===== src/rtl/key_value_counter.sv =====
`default_nettype none
// key_value_counter: debounced inc/dec/load buttons with auto-repeat driving a saturating signed 8-bit value.
// Revision 1.0 - initial release.
module key_value_counter #(
  parameter int DB_CYCLES     = 2000000,
  parameter int REPEAT_DELAY  = 50000000,
  parameter int REPEAT_PERIOD = 10000000
) (
  input  logic       clk,
  input  logic       rst,
  input  logic       btn_inc,
  input  logic       btn_dec,
  input  logic       btn_load,
  input  logic [7:0] sw,
  output logic [7:0] n,
  output logic       sat
);

  localparam int DBW  = $clog2(DB_CYCLES) + 1;
  localparam int RMAX = (REPEAT_DELAY > REPEAT_PERIOD) ? REPEAT_DELAY : REPEAT_PERIOD;
  localparam int TW   = $clog2(RMAX) + 1;

  typedef enum logic [1:0] {
    ST_IDLE   = 2'd0,
    ST_DELAY  = 2'd1,
    ST_REPEAT = 2'd2
  } rep_state_e;

  logic [2:0] btn_raw;
  logic [2:0] step;
  logic [7:0] sw_s1_q;
  logic [7:0] sw_s2_q;
  logic [1:0] vld_q;
  logic [7:0] n_q;
  logic [7:0] n_d;
  logic       sat_q;
  logic       sat_d;

  assign btn_raw = {btn_load, btn_dec, btn_inc};

  // vld_q marks the synchroniser pipes as holding real samples, not reset zeros.
  always_ff @(posedge clk or posedge rst) begin
    if (rst) begin
      sw_s1_q <= 8'h00;
      sw_s2_q <= 8'h00;
      vld_q   <= 2'd0;
    end else begin
      sw_s1_q <= sw;
      sw_s2_q <= sw_s1_q;
      if (vld_q != 2'd2) vld_q <= vld_q + 2'd1;
    end
  end

  for (genvar i = 0; i < 3; i++) begin : g_btn
    logic           s1_q;
    logic           s2_q;
    logic           db_q;
    logic           dbp_q;
    logic           arm_q;
    logic           step_q;
    logic [DBW-1:0] cnt_q;
    logic           rise;

    // A button held through reset stays disarmed until it is seen released.
    always_ff @(posedge clk or posedge rst) begin
      if (rst) begin
        s1_q  <= 1'b0;
        s2_q  <= 1'b0;
        db_q  <= 1'b0;
        dbp_q <= 1'b0;
        arm_q <= 1'b0;
        cnt_q <= '0;
      end else begin
        s1_q  <= btn_raw[i];
        s2_q  <= s1_q;
        dbp_q <= db_q;
        if (s2_q == db_q) begin
          cnt_q <= '0;
        end else if (cnt_q == DBW'(DB_CYCLES - 1)) begin
          db_q  <= s2_q;
          cnt_q <= '0;
        end else begin
          cnt_q <= cnt_q + 1'b1;
        end
        if (vld_q == 2'd2 && !s2_q) arm_q <= 1'b1;
      end
    end

    assign rise = db_q & ~dbp_q & arm_q;

    if (i < 2) begin : g_repeat
      rep_state_e       st_q;
      logic [TW-1:0]    tmr_q;

      always_ff @(posedge clk or posedge rst) begin
        if (rst) begin
          st_q   <= ST_IDLE;
          tmr_q  <= '0;
          step_q <= 1'b0;
        end else begin
          step_q <= 1'b0;
          case (st_q)
            ST_IDLE: begin
              if (rise) begin
                step_q <= 1'b1;
                st_q   <= ST_DELAY;
                tmr_q  <= '0;
              end
            end
            ST_DELAY: begin
              if (!db_q) begin
                st_q <= ST_IDLE;
              end else if (tmr_q == TW'(REPEAT_DELAY - 1)) begin
                step_q <= 1'b1;
                st_q   <= ST_REPEAT;
                tmr_q  <= '0;
              end else begin
                tmr_q <= tmr_q + 1'b1;
              end
            end
            ST_REPEAT: begin
              if (!db_q) begin
                st_q <= ST_IDLE;
              end else if (tmr_q == TW'(REPEAT_PERIOD - 1)) begin
                step_q <= 1'b1;
                tmr_q  <= '0;
              end else begin
                tmr_q <= tmr_q + 1'b1;
              end
            end
            default: st_q <= ST_IDLE;
          endcase
        end
      end
    end else begin : g_single
      always_ff @(posedge clk or posedge rst) begin
        if (rst) begin
          step_q <= 1'b0;
        end else begin
          step_q <= rise;
        end
      end
    end

    assign step[i] = step_q;
  end

  // Load wins outright; simultaneous inc and dec cancel.
  always_comb begin
    n_d   = n_q;
    sat_d = sat_q;
    if (step[2]) begin
      n_d   = sw_s2_q;
      sat_d = 1'b0;
    end else if (step[0] && !step[1]) begin
      if (n_q == 8'h7F) begin
        sat_d = 1'b1;
      end else begin
        n_d   = n_q + 8'h01;
        sat_d = 1'b0;
      end
    end else if (step[1] && !step[0]) begin
      if (n_q == 8'h80) begin
        sat_d = 1'b1;
      end else begin
        n_d   = n_q - 8'h01;
        sat_d = 1'b0;
      end
    end
  end

  always_ff @(posedge clk or posedge rst) begin
    if (rst) begin
      n_q   <= 8'h00;
      sat_q <= 1'b0;
    end else begin
      n_q   <= n_d;
      sat_q <= sat_d;
    end
  end

  assign n   = n_q;
  assign sat = sat_q;

endmodule
`default_nettype wire


===== config.mk =====
export PLATFORM = sky130hd
export DESIGN_NAME = key_value_counter
export DESIGN_NICKNAME = d
export VERILOG_FILES = /design/src/rtl/key_value_counter.sv
export SDC_FILE = /design/constraint.sdc
export NUM_CORES = 1
export LEC_CHECK = 0
export CAP_MARGIN = 20
export CORE_MARGIN = 2
export CORE_UTILIZATION = 38
export CTS_CLUSTER_DIAMETER = 40
export DETAILED_ROUTE_END_ITERATION = 10
export MAX_ROUTING_LAYER = met4
export PLACE_DENSITY = 0.55
export SLEW_MARGIN = 25
export SYNTH_ARGS = -nofsm -noshare
export SYNTH_HDL_FRONTEND = slang
export SYNTH_SLANG_ARGS = --single-unit

===== constraint.sdc =====
create_clock -name clk -period 5.5 [get_ports clk]
set_input_delay 1.1 -clock clk [delete_from_list [all_inputs] [get_ports clk]]
set_output_delay 1.1 -clock clk [all_outputs]
set_load 0.01 [all_outputs]

==> Word-level counts from Yosys, hierarchy flattened <==
Cells that the tools add are included.
{ "totals": {"input_bits": 13, "register_bits": 169, "out_inout_bits": 9} }
{ "op_classes": {"eq_ne": 30, "reduce_logical": 23, "n_mux": 50, "bitwise": 12, "add_sub_neg": 8} }
{ "op_table": {"columns": ["operator", "count"], "rows": [
  ["2-to-1 mux 27 bit", 10],
  ["one-hot mux 27 bit (3 select lines)", 2],
  ["2-to-1 mux 22 bit", 6],
  ["adder 22 x 1 -> 22 bit (second input constant)", 3],
  ["== test 22 x 21 -> 1 bit (second input constant)", 3],
  ["adder 27 x 1 -> 27 bit (second input constant)", 2],
  ["== test 27 x 24 -> 1 bit (second input constant)", 2],
  ["== test 27 x 26 -> 1 bit (second input constant)", 2],
  ["2-to-1 mux 8 bit", 5],
  ["!= test 2 bit (second input constant)", 9],
  ["2-to-1 mux 2 bit", 8],
  ["2-to-1 mux 1 bit", 15],
  ["!= test 3 bit (second input constant)", 4],
  ["one-hot mux 2 bit (3 select lines)", 2],
  ["AND reduction 3 bit", 3],
  ["nonzero test 3 bit", 3],
  ["adder 8 x 1 -> 8 bit (second input constant)", 1],
  ["== test 8 x 7 -> 1 bit (second input constant)", 1],
  ["== test 8 bit (second input constant)", 1],
  ["AND reduction 4 bit", 2],
  ["subtractor 8 x 1 -> 8 bit (second input constant)", 1],
  ["AND 1 bit", 6],
  ["== test 2 bit (second input constant)", 3],
  ["inverter 1 bit", 6],
  ["8 further kinds", 23]
]} }

==> Logic depth before layout (Yosys ltp) <==
Gate-level depths: netlist of the first run.
{ "depth": {"depth_word": 5, "ltp_mapped": 9} }

==> Worst setup path after synthesis of the first run <==
Ideal clock, no wire load.
{ "synth_path": {"kind": "register -> register", "from": "register g_btn[0].g_repeat.tmr_q[18]", "to": "register g_btn[0].g_repeat.tmr_q[12]", "stages_incl_launch_ff": 8, "slack_ns": 3.096, "synth_period_minus_slack_ns": 2.404, "t_arrival_ns": 2.284, "path_buffers": 1, "setup_time_ns": 0.121, "cell_sequence": "dfrtp_1 > or4_4 > or4_1 > o21a_2 > o21ai_4 > buf_6 > o21ai_1 > a22o_1"} }
{ "synth_between": {"elab_chain_cells": 4} }
{ "synth_rtl": {"columns": ["element", "line_no", "text"], "rows": [
  ["start: declaration", "93", "logic [TW-1:0] tmr_q;"],
  ["start signal: assignment", "118", "tmr_q <= tmr_q + 1'b1;"],
  ["start signal: assignment", "128", "tmr_q <= tmr_q + 1'b1;"],
  ["== test 27 x 24 -> 1 bit / == test 27 x 26 -> 1 bit (equally long branches)", "124, 113", null],
  ["2-to-1 mux 27 bit (on tied branches)", "124, 113", null],
  ["2-to-1 mux 27 bit (on tied branches)", "122, 111", null],
  ["one-hot mux 27 bit (3 select lines) *", "102", "case (st_q)"]
]} }
Every way passes the cells marked *; elsewhere a longest branch is shown, timed or not. The select of a mux whose other input is x is not followed.
A chain may end at the register's enable or synchronous reset.

==> Worst setup path in the final report of the first run <==
{ "layout_path": {"from": "register g_btn[1].g_repeat.tmr_q[11]", "to": "register g_btn[1].g_repeat.tmr_q[19]"} }
{ "layout_between": {"elab_chain_cells": 4} }
{ "layout_rtl": {"columns": ["element", "line_no"], "rows": [
  ["start: declaration", "93"],
  ["start signal: assignment", "118"],
  ["start signal: assignment", "128"],
  ["adder 27 x 1 -> 27 bit, or another cell as far along", "118, 128"],
  ["2-to-1 mux 27 bit (on tied branches)", "124, 113"],
  ["2-to-1 mux 27 bit (on tied branches)", "122, 111"],
  ["one-hot mux 27 bit (3 select lines) *", "102"]
]} }
Marked as above.

==> out/results.md, run 1 <==
| Item | Value | Unit |
|---|---|---|
| Routed length per instance | 13.9 | um |
| Post-CTS Setup Bufs | 0 | - |
| Clock tree buffer depth | 2 | - |
| Clock tree from TritonCTS | done | - |
| Worst-margin pin slew | 0.921 | ns |
| Number of antenna violations at the first check in global routing | 0 | - |
| Most frequently used cell type in the post-synthesis netlist | sky130_fd_sc_hd__dfrtp_1 | - |
| Area of the core | 21,700 | um^2 |
| Proportion of netlist area held by the largest area contributor | 50.7 | % |
| First-pass GRT wire length | 28.7 | mm |
| Post-layout power | 0.00254 | W |
| Effective utilization at floorplan | 38.5 | % |
| All-layer global routing usage | 15.3 | % |
| Via/cell ratio | 5.09 | - |
| ANT cells | 0 | - |
| Area of the die | 23,100 | um^2 |
| Unique masters post-synth | 60 | - |
| Num CTS Buffers | 17 | - |
| Post-cts hold buffer count | 0 | - |
| Setup slack at placement | 2.59 | ns |
| Max-cap violation count | 0 | - |
| Crit end category | flip-flop | - |
| Post-Synthesis Cells | 853 | - |
| Routability congestion estimate | 0.775 | - |
| X dimension of the die | 152 | um |
| Number of enable-type register cells in the synthesized netlist | 0 | - |
| Final number of max-transition violations | 0 | - |
| Required @ worst endpoint | 5.78 | ns |
| Overall overflow remaining after global route | 0 | - |
| P&R area growth vs syn | 13.6 | % |
| Clock skew | 0.00946 | ns |
| Final critical-path setup slack | 2.60 | ns |
| Worst slew margin relative to its limit | 38.6 | % |
| Buffer cell driving the clock tree root | sky130_fd_sc_hd__clkbuf_16 | - |
| # port buffers | 21 | - |
| Clk sink count | 169 | - |
| Total via count in the routed design | 5,964 | - |
| Maximum number of pins on one net before global-route repair | 46 | - |
| Final period utilization | 52.8 | % |
| Number of placement rows | 54 | - |
| Net count reported at finish | 913 | - |
| CP max FO | 17 | - |
| Synth area leaders | sky130_fd_sc_hd__dfrtp_1 (51%), sky130_fd_sc_hd__nor2_1 (5.9%), sky130_fd_sc_hd__xor2_1 (5.7%), sky130_fd_sc_hd__xnor2_1 (4.4%), sky130_fd_sc_hd__nand2_1 (3.2%) | - |
| Final routed wirelength across all metal layers | 16.3 | mm |
| Final number of hold-violating endpoints | 0 | - |
| Highest Clock Rate | 344 | MHz |
| Final cell count without fillers | 1,172 | - |
| Inst Count DP | 1,139 | - |
| Share of async-settable or async-resettable flops after synthesis | 100 | % |
| Setup repair after global routing missed its margin | no | - |
| Sequential cell area fraction in the yosys report | 50.7 | % |
| Most area-hungry cell type in the Yosys netlist | sky130_fd_sc_hd__dfrtp_1 | - |
| Number of iterations in the first detailed-routing pass | 5 | - |
| Synth warnings | 0 | - |
| Final ANT Viol Nets | 0 | - |
| Synth Register Bits | 169 | - |
| Time the final worst path needs with I/O delays and setup | 2.90 | ns |
| DRC violation count after routing | 0 | - |
| Worst hold path class | reg2reg | - |
| Estimated wirelength of the detail-placed design | 11.1 | mm |
| Clock edge transition at the registers on the reported setup and hold paths | 0.06 | ns |
| Total standard cell area after synthesis | 8340 | um^2 |
| Top-level port count | 22 | - |
| Clock Latency Late Sink | 0.43 | ns |
| Final-layout setup total negative slack | 0 | ns |
| Drt first-iter violations | 285 | - |
| Number of global-route vias before repair | 5,863 | - |
| Ys flop type | sky130_fd_sc_hd__dfrtp_1 | - |
| Setup violators final | 0 | - |
| Most used standard cells in the synthesized netlist | sky130_fd_sc_hd__dfrtp_1 (169), sky130_fd_sc_hd__nor2_1 (131), sky130_fd_sc_hd__nand2_1 (71), sky130_fd_sc_hd__xor2_1 (54), sky130_fd_sc_hd__nand3_1 (51) | - |
| Leakage power total | 4.05 | nW |
| Synthesized area divided by synthesized cell count | 9.78 | um^2 |
| CTS-repair resized insts | 0 | - |
| Launching element type of the critical path | flip-flop | - |
| Result of the run | completed | - |
| Post-synth net total | 887 | - |
| Arr. time, crit path | 3.19 | ns |
| Classification of the worst setup path | reg2reg | - |
| H-tree Lvls | 4 | - |
| P per Cell Area | 268 | nW/um^2 |
| Worst vdd rail ir drop | 0.130 | mV |
| Height of the die | 152 | um |
| Ratio of cells with drive above 1 in the final layout | 6.95 | % |
-- worst paths after layout --
check	from	to	slack, ns	cells after the start
min in group asynchronous	rst	g_btn[1].cnt_q[19]$_DFF_PP0_	1.03	2
setup / recovery	g_btn[1].g_repeat.tmr_q[11]$_DFFE_PP0P_	g_btn[1].g_repeat.tmr_q[19]$_DFFE_PP0P_	2.60	6
hold reg to reg	sw_s1_q[4]$_DFF_PP0_	sw_s2_q[4]$_DFF_PP0_	0.35	0
max in group asynchronous	rst	g_btn[1].cnt_q[6]$_DFF_PP0_	3.41	4
hold / removal	sw_s1_q[4]$_DFF_PP0_	sw_s2_q[4]$_DFF_PP0_	0.35	0
setup reg to reg	g_btn[1].g_repeat.tmr_q[11]$_DFFE_PP0P_	g_btn[1].g_repeat.tmr_q[19]$_DFFE_PP0P_	2.60	6
-- cell families (layout without fill, tap and decap cells) --
group	after synthesis	after routing	synth area share [%]
adders and majority gates	21	21	3.24
buffers and inverters	51	90	2.60
and+or+nand+nor	404	404	23.9
AOI/OAI and AO/OA	100	100	7.95
DFF	169	169	50.7
xor gates and xnor gates	96	96	10.1
muxes	12	12	1.52
-- placed cells by master (no fill, tap or decap), types with 20 or more instances in the layout --
cell / instances
sky130_fd_sc_hd__a21oi_1: 22
sky130_fd_sc_hd__clkdlybuf4s50_1: 21
sky130_fd_sc_hd__dfrtp_1: 169
sky130_fd_sc_hd__ha_1: 20
sky130_fd_sc_hd__inv_1: 29
sky130_fd_sc_hd__nand2_1: 71
sky130_fd_sc_hd__nand3_1: 51
sky130_fd_sc_hd__nand4_1: 34
sky130_fd_sc_hd__nor2_1: 130
sky130_fd_sc_hd__nor3_1: 31
sky130_fd_sc_hd__o21ai_0: 24
sky130_fd_sc_hd__xnor2_1: 42
sky130_fd_sc_hd__xor2_1: 54
-- layer usage --
| layer | up-vias | part of all wire (%) | track usage (%) | routed length, um |
|---|---|---|---|---|
| met5 | - | 0 | - | 0 |
| met4 | 0 | 1.2 | 4.54 | 204 |
| met3 | 16 | 2.2 | 2.87 | 366 |
| met2 | 62 | 45 | 23.2 | 7340 |
| met1 | 2868 | 52 | 21.0 | 8420 |
| li1 | 3018 | - | - | - |
-- worst max-delay path, stage by stage (launching register included) --
cell                      delay, ns
sky130_fd_sc_hd__dfrtp_1       0.40
sky130_fd_sc_hd__nor4b_1       0.42
sky130_fd_sc_hd__nand4_1       0.25
sky130_fd_sc_hd__o31ai_1       0.51
sky130_fd_sc_hd__a21oi_1       0.40
sky130_fd_sc_hd__nor2_2        0.64
sky130_fd_sc_hd__nor2_1        0.13
-- state kept, by name, summed over array words and instances (netlist names), 3 cells and up --
register and cells:
g_btn.db_q 3, g_btn.cnt_q 66, g_btn.s1_q 3, sw_s1_q 8, g_btn.dbp_q 3, n 8
g_btn.g_repeat.st_q 4, sw_s2_q 8, g_btn.g_repeat.tmr_q 54, g_btn.arm_q 3, g_btn.s2_q 3, g_btn.step_q 3
-- layout make-up --
cell class | count | area (um^2)
clock inverter | 9 | 113
clock buffer | 23 | 488
multi-input combinational | 633 | 3900
inverter | 30 | 116
fill | 2073 | 12200
sequential | 169 | 4230
timing repair buffer | 28 | 275
tap | 280 | 350
-- power by group --
group,switching (W),internal (W),total (W)
registers,0.00000955,0.00126,0.00127
logic,0.0000394,0.0000179,0.0000572
clock network,0.000492,0.000720,0.00121
-- metrics by stage --
step / hold slack, ns / utilization, % / cell area (um^2)
global route: 0.356 / 43.7 / 9470
finish: 0.348 / 43.7 / 9470
global placement: 0.332 / 40.8 / 8840
CTS: 0.350 / 43.6 / 9450
floorplan: 0.331 / - / 8340
detailed placement: 0.335 / 40.8 / 8850
Power figures use the tool's default switching activity.
==> inputs of run 2 (changes only) <==
--- a/config.mk
+++ b/config.mk
@@ -11,7 +11,7 @@
 export CTS_CLUSTER_DIAMETER = 40
 export DETAILED_ROUTE_END_ITERATION = 10
 export MAX_ROUTING_LAYER = met4
-export PLACE_DENSITY = 0.55
+export PLACE_DENSITY = 0.53
 export SLEW_MARGIN = 25
 export SYNTH_ARGS = -nofsm -noshare
 export SYNTH_HDL_FRONTEND = slang
==> constraint.sdc (replaced) <==
create_clock -name clk -period 3 [get_ports clk]
set_input_delay 0.6 -clock clk [delete_from_list [all_inputs] [get_ports clk]]
set_output_delay 0.6 -clock clk [all_outputs]
set_load 0.01 [all_outputs]
==> run 2 against run 1 <==
Sequential share of layout area down 0.46 points. First-iteration DRC count up 9.8%. Critical path depth unchanged. Wire length up 2.1%. Worst setup slack worse by 2.3 ns. Combinational power up 82%. Largest power group is now clock. Clock power up 96%. Count of clock-buffer cells in the layout down 3. Cell area up 1.0%. Non-clock buffer count up 8.
==> out/results.md, run 2 (synthesis gave the netlist of run 1 again) <==
| Item | Value | Unit | Change |
|---|---|---|---|
| Flip-flop count of the largest register, all copies and words added | 66 | - | unchanged |
| Final cell count without fillers | 1,180 | - | +0.68% |
| Overall overflow remaining after global route | 0 | - | unchanged |
| Number of iterations in the first detailed-routing pass | 4 | - | -1 |
| Final number of max-transition violations | 0 | - | unchanged |
| Routed length per instance | 14.1 | um | +1.4% |
| Kind of cell adding the most delay to the critical path | simple AND/OR/NAND/NOR gates | - |  |
| Post-CTS Setup Bufs | 0 | - | unchanged |
| Library cell contributing the largest single delay on the critical path | sky130_fd_sc_hd__or4b_1 | - |  |
| CP max FO | 12 | - | -5 |
| Setup violators final | 0 | - | unchanged |
| Net count reported at finish | 921 | - | +0.88% |
| ANT cells | 0 | - | unchanged |
| Time the final worst path needs with I/O delays and setup | 2.70 | ns | -0.202 ns |
| Layout Utilization | 44.1 | % | +0.45 points |
| Final ANT Viol Nets | 0 | - | unchanged |
| # port buffers | 21 | - | unchanged |
| Setup repair after global routing missed its margin | no | - |  |
| Clock tree from TritonCTS | done | - |  |
| Critical Path, Cell by Cell | or4b_1, or4_1, o31a_1, o21ai_4, nor2_2, mux2_2 | - |  |
| First-pass GRT wire length | 30.1 | mm | +4.8% |
| Most frequent cells in the layout | sky130_fd_sc_hd__dfrtp_1 (169), sky130_fd_sc_hd__nor2_1 (131), sky130_fd_sc_hd__nand2_1 (71), sky130_fd_sc_hd__xor2_1 (54), sky130_fd_sc_hd__nand3_1 (51) | - |  |
| Total via count in the routed design | 6,018 | - | +0.91% |
| Leading cell type in the layout, fill and taps excluded | sky130_fd_sc_hd__dfrtp_1 | - |  |
| Area of the die | 23,100 | um^2 | unchanged |
| Worst hold path class | reg2reg | - |  |
| Post-cts hold buffer count | 0 | - | unchanged |
| Clock edge transition at the registers on the reported setup and hold paths | 0.06 | ns | about the same |
| Worst vdd rail ir drop | 0.350 | mV | +170% |
| Number of global-route vias before repair | 6,135 | - | +4.6% |
| Height of the die | 152 | um | unchanged |
| DRC violation count after routing | 0 | - | unchanged |
| Buffer cell driving the clock tree root | sky130_fd_sc_hd__clkbuf_16 | - |  |
| Clock tree buffer depth | 2 | - | unchanged |
| Clock Latency Late Sink | 0.43 | ns | about the same |
| Largest stage delay, worst path | 0.52 | ns | -0.12 ns |
| Maximum number of pins on one net before global-route repair | 74 | - | +61% |
| Num CTS Buffers | 17 | - | unchanged |
| Buffers & Inverters on Critical Path | 0 | - | unchanged |
| P per Cell Area | 501 | nW/um^2 | +87% |
| Area of the core | 21,700 | um^2 | unchanged |
| P&R area growth vs syn | 14.8 | % |  |
| Inst Count DP | 1,148 | - | +0.79% |
| Number of antenna violations at the first check in global routing | 0 | - | unchanged |
| Final-layout setup total negative slack | 0 | ns | unchanged |
| Number of placement rows | 54 | - | unchanged |
| Drt first-iter violations | 313 | - | +9.8% |
| Final critical-path setup slack | 0.298 | ns | -2.30 ns |
| Crit end category | flip-flop | - |  |
| CTS-repair resized insts | 0 | - | unchanged |
| Number of fill cells in the layout | 2,072 | - | -0.048% |
| Result of the run | completed | - |  |
| Via/cell ratio | 5.10 | - | +0.22% |
| Launching element type of the critical path | flip-flop | - |  |
| Required @ worst endpoint | 3.31 | ns | -2.47 ns |
| H-tree Lvls | 4 | - | unchanged |
| Final period utilization | 90.1 | % | +37 points |
| Largest registers | g_btn.cnt_q: 66 flops, g_btn.g_repeat.tmr_q: 54 flops | - |  |
| Leakage power total | 4.10 | nW | +1.3% |
| Worst-margin pin slew | 0.778 | ns | -0.143 ns |
| Setup slack at placement | 0.268 | ns | -2.32 ns |
| Effective utilization at floorplan | 38.5 | % | unchanged |
| Clock skew | 0.0109 | ns | +0.00143 ns |
| Classification of the worst setup path | reg2reg | - |  |
| Top-level port count | 22 | - | unchanged |
| Worst slew margin relative to its limit | 48.1 | % | +9.5 points |
| Final number of hold-violating endpoints | 0 | - | unchanged |
| All-layer global routing usage | 15.9 | % | +0.65 points |
| Estimated wirelength of the detail-placed design | 11.5 | mm | +2.9% |
| Clk sink count | 169 | - | unchanged |
| Final routed wirelength across all metal layers | 16.7 | mm | +2.1% |
| Area occupied by multi-input gates | 3890 | um^2 | -0.22% |
| Register with the highest flop count | g_btn.cnt_q | - |  |
| Routability congestion estimate | 0.806 | - | +3.9% |
| Arr. time, crit path | 3.01 | ns | -0.18 ns |
| Ratio of cells with drive above 1 in the final layout | 7.44 | % | +0.49 points |
| Area of all sequential standard cells | 4230 | um^2 | unchanged |
| Highest Clock Rate | 370 | MHz | +7.5% |
| Max-cap violation count | 0 | - | unchanged |
| X dimension of the die | 152 | um | unchanged |
## run 2: changes by cell type in the layout (fill, tap and decap cells not counted), sizes merged
| cell | before | now |
|---|---|---|
| clkinvlp | 2 | 3 |
| bufinv | 2 | 5 |
| clkbuf | 23 | 20 |
| buf | 7 | 15 |
| clkinv | 5 | 4 |
## run 2: final timing paths
path	start	to	slack, ns	cells past startpoint
min	sw_s1_q[3]$_DFF_PP0_	sw_s2_q[3]$_DFF_PP0_	0.35	0
max reg2reg	g_btn[0].g_repeat.tmr_q[16]$_DFFE_PP0P_	g_btn[0].g_repeat.tmr_q[0]$_DFFE_PP0P_	0.30	6
min reg2reg	sw_s1_q[3]$_DFF_PP0_	sw_s2_q[3]$_DFF_PP0_	0.35	0
min in group asynchronous	rst	sw_s1_q[6]$_DFF_PP0_	0.54	2
max in group asynchronous	rst	sw_s1_q[5]$_DFF_PP0_	1.69	3
max	g_btn[0].g_repeat.tmr_q[16]$_DFFE_PP0P_	g_btn[0].g_repeat.tmr_q[0]$_DFFE_PP0P_	0.30	6
## run 2: through the flow
step | total power (W) | hold WS (ns) | area [um^2]
floorplan | 0.00242 | 0.331 | 8340
global placement | 0.00247 | 0.333 | 8940
detailed placement | 0.00248 | 0.336 | 8940
CTS | 0.00487 | 0.351 | 9570
global route | 0.00499 | 0.357 | 9570
finish | 0.00480 | 0.349 | 9570
## run 2: layout make-up
| cell class | instances | area share (%) |
|---|---|---|
| multi-input cells | 633 | 40.7 |
| inverters | 30 | 1.22 |
| clock inverters | 12 | 2.07 |
| repair buffers | 36 | 3.63 |
| well taps | 280 | 3.66 |
| clock buffers | 20 | 4.56 |
| flip-flops and latches | 169 | 44.2 |
## run 2: report_power, final
group / leakage, nW / switching, W / internal [W]
clock: 0.304 / 0.000895 / 0.00148
combinational: 1.51 / 0.0000716 / 0.0000323
sequential: 2.28 / 0.0000184 / 0.00230
## run 2: metal layers
metal	routed length, um	part of all wire (%)	track usage [%]
met5	0	0	-
met2	7690	46	24.9
met3	324	1.9	2.96
met1	8400	50	21.3
met4	261	1.6	4.72
==> patch (flow settings as in run 2) <==
Encoding of `rep_state_e`: now one-hot (3 bits for 3 states).
--- a/src/rtl/key_value_counter.sv
+++ b/src/rtl/key_value_counter.sv
@@ -20,10 +20,10 @@
   localparam int RMAX = (REPEAT_DELAY > REPEAT_PERIOD) ? REPEAT_DELAY : REPEAT_PERIOD;
   localparam int TW   = $clog2(RMAX) + 1;
 
-  typedef enum logic [1:0] {
-    ST_IDLE   = 2'd0,
-    ST_DELAY  = 2'd1,
-    ST_REPEAT = 2'd2
+  typedef enum logic [2:0] {
+    ST_IDLE   = 3'b001,
+    ST_DELAY  = 3'b010,
+    ST_REPEAT = 3'b100
   } rep_state_e;
 
   logic [2:0] btn_raw;
Check against the original RTL: no difference found for any inputs over 10 cycles, from zero or initial values and one cycle with rst high; not proved beyond that.
==> patch against run 2 <==
Total power shrank 1.7%; worst setup slack gained 0.084 ns; critical endpoint unchanged; core utilization grew 0.15 points; clock power shrank 4%; design area shrank 2.4%; sequential cell count grew 2; critical path depth is the same; clock skew shrank 0.0045 ns; synthesized area shrank 1.6%; routed wire length shrank 8.5%; final cell count shrank 4.0%.
==> patch: results <==
[worst_setup_path]
critPathMaxFanout = 16
rrSetupSlack_ns = 0.38

[cells_and_area]
multi_input_cells = 613
final_cells = 1133
num-clock-buffers = 18
nets = 871
multi_input_area_mm2 = 0.00377
seqCellArea_mm2 = 0.00428
nFillCells = 2037

[route]
dr_wl_met2_mm = 6.91
wl_met1_mm = 7.64
drt-initial-drc-count = 323
routed_wl_mm = 15.3
detail_route.vias_per_cell = 5.08

[power_and_ir_drop]
power.leakage_nw = 4.03
clkPwrFrac = 0.481
ir_drop_uv = 264

[place]
dpl_cell_area_mm2 = 0.00872
dp_slack_ns = 0.404

[hold_path]
holdCritStartpoint = sw_s1_q[7]
holdPathEnd = sw_s2_q[7]

[grt]
grt_pass1_wl_mm = 26.6
grt_pass1_vias = 5576
grt.total_usage = 0.150
met3_usage = 0.0337

[clock_tree]
cts.sinks = 171

[yosys]
synth_commonest_cells = dfrtp_1 (169), nor2_1 (133), nand2_1 (63)
synth_area_leaders = dfrtp_1 (52%), xor2_1 (6.2%), nor2_1 (6.1%)
avgSynthCellArea_um2 = 9.99
ys_seq_area_frac = 0.522
synth_cell_type_count = 57

[floorplan]
dieWidth_um = 151

[status]
outcome = finished, final reports clean
==> patch: cell types whose count changed after synthesis, sizes merged, moves of 6 or more <==
cell   change
a21o       -7
inv       -14
xnor2      +6
nor3      -11
and3      +13
nand2      -8
ha         -8
nor2b     +13
nor4      +11
==> patch: logic make-up (layout without fill, tap and decap cells) <==
| group | after synthesis | in the layout | synth area share |
|---|---|---|---|
| buffers and inverters | 37 | 74 | 0.0197 |
| and+or+nand+nor | 410 | 410 | 0.252 |
| muxes | 9 | 9 | 0.0121 |
| AOI/OAI and AO/OA | 75 | 75 | 0.0604 |
| adders and majority gates | 13 | 13 | 0.0207 |
| DFF | 171 | 171 | 0.522 |
| xor gates and xnor gates | 106 | 106 | 0.113 |
==> patch: critical path, cell delays in order (launching register included) <==
cell,delay (ns)
dfrtp_1,0.44
nor4b_1,0.49
nand3_1,0.15
nor4_2,0.52
a2bb2oi_4,0.41
nor2_2,0.18
mux2_2,0.31
